==> config.mk <==
export PLATFORM = sky130hd
export DESIGN_NAME = regfile_operand_reader
export DESIGN_NICKNAME = d
export VERILOG_FILES = /design/src/rtl/regfile_operand_reader.sv
export SDC_FILE = /design/constraint.sdc
export NUM_CORES = 1
export LEC_CHECK = 0
export ABC_AREA = 1
export CELL_PAD_IN_SITES_DETAIL_PLACEMENT = 2
export CELL_PAD_IN_SITES_GLOBAL_PLACEMENT = 2
export CORE_ASPECT_RATIO = 1.25
export CORE_MARGIN = 3
export CORE_UTILIZATION = 26
export CTS_CLUSTER_SIZE = 20
export DETAILED_ROUTE_END_ITERATION = 10
export PLACE_DENSITY = 0.84
export SYNTH_ARGS = -nofsm -noshare
export SYNTH_HDL_FRONTEND = slang
export SYNTH_SLANG_ARGS = --single-unit
==> constraint.sdc <==
create_clock -name clk -period 4.63 [get_ports clk]
set_input_delay 1.1575 -clock clk [delete_from_list [all_inputs] [get_ports clk]]
set_output_delay 1.1575 -clock clk [all_outputs]
set_load 0.01 [all_outputs]
==> src/rtl/regfile_operand_reader.sv <==
// Read-side sequencer: fetches Ra then Rb through the register file's single read port; X31 reads as zero.
// Optional same-edge write forwarding is enabled by defining REGFILE_READ_BYPASS_EN.
module regfile_operand_reader #(
  parameter int unsigned DATA_W   = 64,
  parameter int unsigned ADDR_W   = 5,
  parameter int unsigned ZERO_REG = 31
) (
  input  logic              clk,
  input  logic              reset,
  input  logic              req_valid,
  output logic              req_ready,
  input  logic [ADDR_W-1:0] ra_addr,
  input  logic [ADDR_W-1:0] rb_addr,
  output logic [ADDR_W-1:0] rd_addr,
  input  logic [DATA_W-1:0] rd_data,
  input  logic              wr_en,
  input  logic [ADDR_W-1:0] wr_addr,
  input  logic [DATA_W-1:0] wr_data,
  output logic              out_valid,
  input  logic              out_ready,
  output logic [DATA_W-1:0] DataA,
  output logic [DATA_W-1:0] DataB
);

  localparam logic [1:0] S_IDLE = 2'd0;
  localparam logic [1:0] S_RD_A = 2'd1;
  localparam logic [1:0] S_RD_B = 2'd2;
  localparam logic [1:0] S_HOLD = 2'd3;

  localparam logic [ADDR_W-1:0] ZR        = ADDR_W'(ZERO_REG);
  localparam logic [DATA_W-1:0] ZERO_DATA = '0;

  logic [1:0]        state_q, state_d;
  logic [ADDR_W-1:0] ra_q, ra_d;
  logic [ADDR_W-1:0] rb_q, rb_d;
  logic [DATA_W-1:0] a_q, a_d;
  logic [DATA_W-1:0] b_q, b_d;
  logic              fwd_a, fwd_b;

`ifdef REGFILE_READ_BYPASS_EN
  // A write landing on the capture edge wins over the stale read-port value.
  assign fwd_a = wr_en && (wr_addr == ra_q) && (ra_q != ZR);
  assign fwd_b = wr_en && (wr_addr == rb_q) && (rb_q != ZR);
`else
  logic unused_wr_snoop;
  assign unused_wr_snoop = ^{wr_en, wr_addr};
  assign fwd_a = 1'b0;
  assign fwd_b = 1'b0;
`endif

  // Next-state and operand capture
  always_comb begin
    state_d = state_q;
    ra_d    = ra_q;
    rb_d    = rb_q;
    a_d     = a_q;
    b_d     = b_q;
    case (state_q)
      S_IDLE: begin
        if (req_valid) begin
          ra_d = ra_addr;
          rb_d = rb_addr;
          if (ra_addr != ZR) begin
            state_d = S_RD_A;
          end else begin
            a_d = ZERO_DATA;
            if (rb_addr == ZR) begin
              b_d     = ZERO_DATA;
              state_d = S_HOLD;
            end else begin
              state_d = S_RD_B;
            end
          end
        end
      end
      S_RD_A: begin
        a_d = fwd_a ? wr_data : rd_data;
        if (rb_q == ZR) begin
          b_d     = ZERO_DATA;
          state_d = S_HOLD;
        end else begin
          state_d = S_RD_B;
        end
      end
      S_RD_B: begin
        b_d     = fwd_b ? wr_data : rd_data;
        state_d = S_HOLD;
      end
      S_HOLD: begin
        if (out_ready) state_d = S_IDLE;
      end
      default: state_d = S_IDLE;
    endcase
  end

  always_ff @(posedge clk or negedge reset) begin
    if (!reset) begin
      state_q <= S_IDLE;
      ra_q    <= '0;
      rb_q    <= '0;
      a_q     <= '0;
      b_q     <= '0;
    end else begin
      state_q <= state_d;
      ra_q    <= ra_d;
      rb_q    <= rb_d;
      a_q     <= a_d;
      b_q     <= b_d;
    end
  end

  // Read port parks on XZR outside the fetch states
  always_comb begin
    rd_addr = ZR;
    case (state_q)
      S_RD_A:  rd_addr = ra_q;
      S_RD_B:  rd_addr = rb_q;
      default: rd_addr = ZR;
    endcase
  end

  assign req_ready = (state_q == S_IDLE);
  assign out_valid = (state_q == S_HOLD);
  assign DataA     = a_q;
  assign DataB     = b_q;

endmodule

==> out/metrics.cfg <==
[cells_and_area]
utilization=0.3753
fill_cells=2878
stdcell_count=1329
area.growth.synth_to_final_pct=41.28
drive_gt1_frac=0.07956
nets=1135

[setup_path]
worstSetupEndpointType=output pin
start_kind=flip-flop
crit_type=flip-flop to output pin
worstPathMaxFanout=15
arrival_ps=2250
worstPathRequired_ps=3470

[timing]
clock_skew_ps=8.737
setup_tns_ps=0
worst_pin_slew_ps=953.7
timing.fmax_mhz=293.1
slew_headroom=0.3642
rsz0062_at_grt=false
min_period_ps=3412
hold_violations=0
report.final.slew_viol_count=0
period_share=0.7370
finalSetupViolCount=0
fin_ws_ps=1218

[cts]
cts_sinks=140
cts_hold_buf=0
clkSlewWorstSetupHoldPaths_ps=60
htreeDepth=4
post_cts_buffers=0
cts_resized=0
cts_tree=yes
clockBufferDepth=2
numCtsBuffers=17
clock_latency_ps=420
cts_root_buffer=clkbuf_16

[synth]
ys_types=22
synthesis.area_um2=6740
yosys_warnings=0
ys_seq_elements=140
syn_inst=801
avgSynthCellArea_um2=8.415
yosysSeqAreaShare=0.5198
synth_nets=955

[die]
fp.dieArea_um2=27900
die_x_um=150.0
io_pins=283
coreArea_um2=25370
die_y_um=186.0
row_count=65
initial_core_util=0.2656

[grt]
grt-ovfl-total=0
antenna_found_initial=1
grt_max_degree=79
grt_pass1_vias=7045
grtUsageTotal=0.1836
grt_pass1_wl_mm=39.81

[power_and_ir_drop]
p_leak_nw=4.979
ir_drop_uv=381.9
p_per_area_nw_per_um2=759.4
combPwrFrac=0.499
clkPwrFrac=0.210
power_switching_w=0.003015
p_seq_frac=0.291
p_int_w=0.004218
swShare=0.4168
p_total_w=0.007232

[placement]
portBuffers=212
routabilityCongestion=0.7457
dp_cells=1297
hpwl_mm=16.23
preCtsSetupSlack_ps=970.2

[drt]
routed-via-count=6222
vias_per_cell=4.682
totalWireLength_mm=25.13
routedWlPerCell_um=18.91
drt_pass1_iterations=4
drc=0
postRouteAntennaNets=0
detail_route.iter0.violations=152

[run_status]
status=complete, no violations

[hold_path]
min_path_type=flip-flop to flip-flop

[flow_run]
maxCapViolCount=0

[stage by stage]
| step | hold slack [ps] | cell area [um^2] |
|---|---|---|
| finish | 474.4 | 9523 |
| global route | 506.0 | 9523 |
| CTS | 478.4 | 9520 |
| detailed placement | 462.1 | 8882 |
| global placement | 453.3 | 8882 |
| floorplan | 449.2 | 6740 |
[kinds of logic (layout without fill, tap and decap cells)]
kind of cell,after synthesis,after routing,synth area share
and+or+nand+nor,520,520,0.3542
DFF,140,140,0.5198
buffers and inverters,131,323,0.1116
adders and majority gates,6,6,0.01114
AOI/OAI and AO/OA,4,4,0.003341
other,0,1,0
[routing by layer]
metal,vias to the layer above,track usage,part of all wire
met1,3187,0.2159,0.42
met5,-,0,0
met2,145,0.3267,0.52
met3,22,0.04798,0.050
met4,0,0.05749,0.018
li1,2868,-,-
[cells in the mapped netlist]
cell	number	area share
dfrtp_1	140	0.52
nor2_4	1	0.0017
nor2_2	2	0.0019
nand3_1	170	0.13
clkbuf_1	15	0.0084
buf_2	15	0.011
buf_12	4	0.012
buf_6	17	0.028
inv_1	72	0.040
nand3_2	30	0.045
nand2_2	1	0.00093
nand2_1	309	0.17
buf_8	3	0.0067
nand2_4	2	0.0033
buf_4	4	0.0045
inv_2	1	0.00056
a22oi_1	1	0.0011
nor2_1	4	0.0022
a21oi_1	1	0.00074
o21ai_0	2	0.0015
or2_4	1	0.0013
ha_1	6	0.011
[placed cells by master, fill, tap and decap left out, types with 2 or more instances in the layout]
cell / Yosys / routed
dfrtp_1: 140 / 140
nor2_1: 4 / 4
o21ai_0: 2 / 2
ha_2: 0 / 2
clkinv_2: 0 / 3
clkdlybuf4s50_1: 0 / 211
inv_1: 72 / 72
nor2_2: 2 / 2
nand3_2: 30 / 30
clkbuf_16: 0 / 17
nand2_1: 309 / 308
nand2_4: 2 / 3
nand3_1: 170 / 170
ha_1: 6 / 4
bufinv_16: 0 / 5
buf_4: 4 / 6
clkinvlp_4: 0 / 4
[path summary, 6_finish.rpt]
kind	startpoint	end	slack (ps)	cells after the start
setup / recovery	state_q[1]	rd_addr[0]	1220	5
hold / removal	DataB[57]	DataB[57]	470	2
setup reg to reg	state_q[1]	DataA[28]	1430	8
hold reg to reg	DataB[57]	DataB[57]	470	2
max in group asynchronous	reset	DataB[13]	3010	2
min in group asynchronous	reset	DataA[48]	780	1
[layout make-up]
cell class              count  area, um^2  area share
flip-flops and latches    140        3503      0.3679
inverters                  73       274.0     0.02877
clock buffers              19       442.9     0.04651
diodes                      1       2.502   0.0002628
repair buffers            219        2188      0.2298
well taps                 335       419.2     0.04402
multi-input cells         530        2497      0.2623
clock inverters            12       195.2     0.02050
[worst max-delay path, cell delays in order (launching register included)]
cell and delay, ps:
dfrtp_1 410, inv_1 140, ha_2 440, nand2_1 110, nand3_1 120, clkdlybuf4s50_1 620
[registers in the layout, summed over array words and instances (netlist names)]
signal / cells
state_q: 2
DataB: 64
rb_q: 5
ra_q: 5
DataA: 64
[power by group through the flow]
stage | Combinational (W) | Clock (W) | Sequential [W]
5_1_grt | 0.00400 | 0.00162 | 0.00218
2_1_floorplan | 0.00187 | 0 | 0.00231
3_3_place_gp | 0.00359 | 0 | 0.00209
3_5_place_dp | 0.00368 | 0 | 0.00212
6_report | 0.00361 | 0.00152 | 0.00211
4_1_cts | 0.00371 | 0.00157 | 0.00211
(Power assumes the default switching activity.)
